==> config.mk <==
export PLATFORM = sky130hd
export DESIGN_NAME = game_master_fsm
export DESIGN_NICKNAME = d
export VERILOG_FILES = /design/src/rtl/game_pkg.sv /design/src/rtl/game_master_fsm_btn_rise_det.sv /design/src/rtl/game_master_fsm.sv
export SDC_FILE = /design/constraint.sdc
export NUM_CORES = 1
export LEC_CHECK = 0
export ABC_AREA = 1
export BUFFER_PORTS_ARGS = -buffer_cell sky130_fd_sc_hd__buf_2
export CORE_UTILIZATION = 25
export CTS_CLUSTER_SIZE = 28
export DETAILED_ROUTE_END_ITERATION = 10
export PLACE_DENSITY = 0.47
export SYNTH_ARGS = -nofsm -noshare
export SYNTH_HDL_FRONTEND = slang
export SYNTH_SLANG_ARGS = --single-unit
==> constraint.sdc <==
create_clock -name CLK -period 2.1 [get_ports CLK]
set_clock_uncertainty 0.05 [all_clocks]
set_input_delay 0.21 -clock CLK [delete_from_list [all_inputs] [get_ports CLK]]
set_output_delay 0.21 -clock CLK [all_outputs]
set_load 0.03 [all_outputs]
==> src/rtl/game_pkg.sv <==
// Shared game-flow definitions: MSM_STATE encoding and width, decoded by the
// display and snake-control logic.
package game_pkg;

  localparam int unsigned STATE_W = 3;

  typedef enum logic [STATE_W-1:0] {
    IDLE  = 3'd0,
    PLAY  = 3'd1,
    WIN   = 3'd2,
    FAIL  = 3'd3,
    PAUSE = 3'd4,
    DYING = 3'd5
  } state_t;

endpackage

==> src/rtl/game_master_fsm_btn_rise_det.sv <==
// Rising-edge detector for debounced buttons. The previous-value register
// resets to ones, so a button held through reset does not register a press.
module btn_rise_det #(
  parameter int unsigned W = 5
) (
  input  logic         clk,
  input  logic         rst_n,
  input  logic [W-1:0] btn,
  output logic [W-1:0] rise
);

  logic [W-1:0] btn_q;

  always_ff @(posedge clk or negedge rst_n) begin
    if (!rst_n) btn_q <= '1;
    else        btn_q <= btn;
  end

  always_comb rise = btn & ~btn_q;

endmodule

==> src/rtl/game_master_fsm.sv <==
// Master game-flow controller: lives with timed respawn, pause/resume,
// frozen-while-paused play timer. Optional best-score register: GAME_HISCORE_EN.
module game_master_fsm
  import game_pkg::*;
#(
  parameter int unsigned          SCORE_W     = 8,
  parameter int unsigned          WIN_SCORE   = 64,
  parameter int unsigned          TIME_W      = 38,
  parameter logic [TIME_W-1:0]    TIMEOUT_CYC = 38'h1BF08EB000,
  parameter int unsigned          LIVES       = 3,
  parameter int unsigned          LIVES_W     = 2,
  parameter int unsigned          RESPAWN_CYC = 50000000,
  parameter int unsigned          RESPAWN_W   = 26
) (
  input  logic                 CLK,
  input  logic                 RESET_N,
  input  logic                 BINL,
  input  logic                 BINU,
  input  logic                 BIND,
  input  logic                 BINR,
  input  logic                 BPAUSE,
  input  logic                 Hit_wall_sig,
  input  logic                 Hit_body_sig,
  input  logic                 Hit_block_sig,
  input  logic [SCORE_W-1:0]   SCORE,
  output logic [STATE_W-1:0]   MSM_STATE,
  output logic [LIVES_W-1:0]   LIVES_LEFT,
  output logic                 RESPAWN,
  output logic [SCORE_W-1:0]   HISCORE
);

  localparam logic [TIME_W-1:0]    TIMEOUT_LAST = TIMEOUT_CYC - TIME_W'(1);
  localparam logic [RESPAWN_W-1:0] RESPAWN_LAST = RESPAWN_W'(RESPAWN_CYC - 1);
  localparam logic [LIVES_W-1:0]   LIVES_INIT   = LIVES_W'(LIVES);
  localparam logic [SCORE_W-1:0]   WIN_THRESH   = SCORE_W'(WIN_SCORE);

  state_t               state, state_nxt;
  logic [LIVES_W-1:0]   lives, lives_nxt;
  logic [TIME_W-1:0]    timer, timer_nxt;
  logic [RESPAWN_W-1:0] resp_cnt, resp_cnt_nxt;
  logic                 respawn_q, respawn_nxt;
  logic [4:0]           rise;
  logic                 dir_rise, pause_rise, hit, win;

  btn_rise_det #(.W(5)) u_rise (
    .clk   (CLK),
    .rst_n (RESET_N),
    .btn   ({BPAUSE, BINR, BIND, BINU, BINL}),
    .rise  (rise)
  );

  always_comb begin
    dir_rise   = |rise[3:0];
    pause_rise = rise[4];
    hit        = Hit_wall_sig | Hit_body_sig | Hit_block_sig;
    win        = SCORE >= WIN_THRESH;
  end

  always_ff @(posedge CLK or negedge RESET_N) begin
    if (!RESET_N) begin
      state     <= IDLE;
      lives     <= LIVES_INIT;
      timer     <= '0;
      resp_cnt  <= '0;
      respawn_q <= 1'b0;
    end else begin
      state     <= state_nxt;
      lives     <= lives_nxt;
      timer     <= timer_nxt;
      resp_cnt  <= resp_cnt_nxt;
      respawn_q <= respawn_nxt;
    end
  end

  // PLAY branch order encodes event priority: win > hit > timeout > pause.
  always_comb begin
    state_nxt    = state;
    lives_nxt    = lives;
    timer_nxt    = timer;
    resp_cnt_nxt = resp_cnt;
    respawn_nxt  = 1'b0;
    case (state)
      IDLE: begin
        if (dir_rise) begin
          state_nxt = PLAY;
          lives_nxt = LIVES_INIT;
          timer_nxt = '0;
        end
      end
      PLAY: begin
        if (win) begin
          state_nxt = WIN;
        end else if (hit && lives == LIVES_W'(1)) begin
          state_nxt = FAIL;
          lives_nxt = '0;
        end else if (hit) begin
          state_nxt    = DYING;
          lives_nxt    = lives - LIVES_W'(1);
          resp_cnt_nxt = '0;
        end else if (timer == TIMEOUT_LAST) begin
          state_nxt = FAIL;
        end else if (pause_rise) begin
          state_nxt = PAUSE;
        end else if (timer != '1) begin
          timer_nxt = timer + TIME_W'(1);
        end
      end
      PAUSE: begin
        if (pause_rise) state_nxt = PLAY;
      end
      DYING: begin
        if (resp_cnt == RESPAWN_LAST) begin
          state_nxt   = PLAY;
          respawn_nxt = 1'b1;
        end else begin
          resp_cnt_nxt = resp_cnt + RESPAWN_W'(1);
        end
      end
      WIN, FAIL: begin
        timer_nxt = '0;
        if (dir_rise) state_nxt = IDLE;
      end
      default: state_nxt = IDLE;
    endcase
  end

`ifdef GAME_HISCORE_EN
  logic [SCORE_W-1:0] hiscore;

  always_ff @(posedge CLK or negedge RESET_N) begin
    if (!RESET_N) hiscore <= '0;
    else if (state == PLAY && (state_nxt == WIN || state_nxt == FAIL) && SCORE > hiscore)
      hiscore <= SCORE;
  end
`endif

  always_comb begin
    MSM_STATE  = state;
    LIVES_LEFT = lives;
    RESPAWN    = respawn_q;
`ifdef GAME_HISCORE_EN
    HISCORE    = hiscore;
`else
    HISCORE    = '0;
`endif
  end

endmodule

==> impl_metrics.tcl <==
set metrics [dict create \
    power_density_nw_per_um2 798 \
    synth_edf_count 0 \
    cp_slowest_cell "dfrtp_1" \
    ys_seq_elements 75 \
    wl_um 14200 \
    dpl_cell_area_um2 5640 \
    grt_max_degree 38 \
    clock_latency_ns 0.35 \
    top_level_ports 32 \
    cap_violations 0 \
    dp_cells 1098 \
    drc 0 \
    drv_slew 0 \
    total_leakage_power_uw 0.00262 \
    core_um2 20400 \
    startpoint "timer[1]$_DFFE_PN0P_" \
    ys_seq_area_share_pct 36.2 \
    clkTransAtPathRegs_ns 0.06 \
    yosysUniqueCellTypes 30 \
    start_util_pct 25.6 \
    final_common_cell "nand2_1" \
    grt_pass1_vias 4715 \
    stdcell_count 1121 \
    track_usage_pct 14.3 \
    outcome "finished clean" \
    first_pass_iters 4 \
    dieWidth_um 146 \
    cts_buffers 9 \
    synth_warnings 0 \
    fin_nets 867 \
    die_h_um 146 \
    setup-tns-final_ns 0 \
    wl_per_cell_um 12.7 \
    crit_type "reg -> reg" \
    final_cell_mix "nand2_1, nor2_1, inv_1" \
    vias 4852 \
    netlist_area_um2 5210 \
    synth-async-reset-ratio_pct 100 \
    cts_tree "done" \
    ant_nets 0 \
    synth-main-ff-cell "dfrtp_1" \
    syn_area_per_cell_um2 6.42 \
    worstReg2RegStart "timer[1]$_DFFE_PN0P_" \
    hold_path.class "in -> async" \
    via_per_inst 4.33 \
    ir_drop_uv 431 \
    die-area_um2 21400 \
    worstPathMaxFanout 37 \
    startpoint_type "register" \
    layout-drive-gt1-share_pct 9.64 \
    max_slew_margin_pct 66.0 \
    n_antenna_cell 0 \
    rsz0062_at_grt "false" \
    end_kind "register" \
    cts.path.max_buffers 2 \
    tightest_slew_ns 0.510 \
    period_share_pct 88.9 \
    clock-sinks 75 \
    hold_viol_final 0 \
    worstPathArrival_ns 2.09 \
    whs_ns 0.229 \
    setup_viol 0 \
    crit_required_ns 2.32 \
    num_rows 52 \
    dp_hpwl_um 11000 \
    gp_congestion 0.878 \
    worstPathCellList "ha_1 > nand2_2 > nor2_4 > nand2_2 > nor2_4 > nand4_1 > nand3_2 > buf_12 > nand2_1 > o21ai_1" \
    period_needed_ns 1.87 \
    first_iter_violations 247 \
    area_growth_pct 15.9 \
    finalInstanceArea_um2 6040 \
    fmax_mhz 536 \
    grt_pass1_wl_um 24200 \
    antenna_found_initial 0 \
    synth_cells 812 \
    overflow 0 \
    h-tree-depth 3 \
    root_buffer "clkbuf_16" \
    critical_path.max_stage_delay_ns 0.36 \
    io_buffers 17 \
]
-- final timing paths --
kind / end / slack [ns] / cells past startpoint
min in group CLK: LIVES_LEFT[0]$_DFFE_PN1P_ / 0.30 / 6
max in group asynchronous: timer[15]$_DFFE_PN0P_ / 1.26 / 3
worst min register to register: LIVES_LEFT[1]$_DFFE_PN1P_ / 0.44 / 2
worst max-delay path: timer[3]$_DFFE_PN0P_ / 0.23 / 10
worst max register to register: timer[3]$_DFFE_PN0P_ / 0.23 / 10
worst min-delay path: MSM_STATE[0]$_DFFE_PN0P_ / 0.23 / 2
-- per-stage QoR --
stage / total power [uW] / utilization [%] / setup slack, ns
after detailed placement: 3180 / 27.7 / 0.177
after global placement: 3180 / 27.7 / 0.215
after floorplan: 2800 / - / 0.251
after CTS: 4910 / 29.6 / 0.167
final: 4820 / 29.7 / 0.233
after global routing: 5140 / 29.7 / 0.0187
-- cell usage after synthesis, types with 7 or more instances --
cell type    n  area, um2
or2_2        7       43.8
o21ai_0     17       85.1
xor2_1      25        219
nand4_1     15       93.8
dfrtp_1     68       1700
o21ai_1     35        175
nand3_1     60        300
nor2_1     128        480
nand2_1    295       1110
dfstp_2      7        184
buf_4       10       75.1
inv_1       79        297
a21oi_1      8       40.0
nor3_1      11       55.1
-- cell type report --
cell class,count,area [um2]
well taps,270,338
repair buffers,41,320
clock inverters,6,90.1
multi-input cells,636,2860
flip-flops and latches,75,1890
clock buffers,10,229
inverters,83,312
fillers,2301,14300
-- cells by family after synthesis --
| group | after synthesis | share of synthesized area (%) |
|---|---|---|
| AO/OA/AOI/OAI | 65 | 6.48 |
| buffers and inverters | 108 | 9.51 |
| AND/OR/NAND/NOR | 530 | 42.0 |
| adder cells (fa/ha/maj) | 3 | 0.720 |
| other | 1 | 0.0720 |
| flip-flops | 75 | 36.2 |
| XOR/XNOR | 30 | 5.04 |
-- what timing repair did --
item | CTS | global route
buffers inserted | 0 | 1
setup endpoints to repair | 0 | 27
hold buffers | 6 | 0
hold endpoints to repair | 52 | 0
gates resized for setup | 0 | 2
-- per-layer routing --
layer | track usage [%] | vias up | routed length [um]
met5 | 0 | - | 0
met4 | 3.75 | 0 | 172
met3 | 3.22 | 9 | 369
met2 | 23.0 | 47 | 6440
met1 | 19.2 | 2205 | 7220
li1 | - | 2591 | -
-- sequential cells by signal, summed over array words and instances (netlist names) --
signal,cells
MSM_STATE,3
RESPAWN,1
timer,38
resp_cnt,26
u_rise.btn_q,5
LIVES_LEFT,2
-- report_power, final --
part	internal, uW	switching [uW]	leakage, uW
clock network	1040	649	0.000153
registers	1530	73.8	0.00102
logic	421	1100	0.00144
-- worst max-delay path, delay by kind of cell, from the launching register on --
kind	cells	cell delay [ns]
compound gates	1	0.07
fa+ha+maj	1	0.19
simple gates	7	0.90
flops	1	0.36
buf+inv	1	0.21
(Power assumes the default switching activity.)
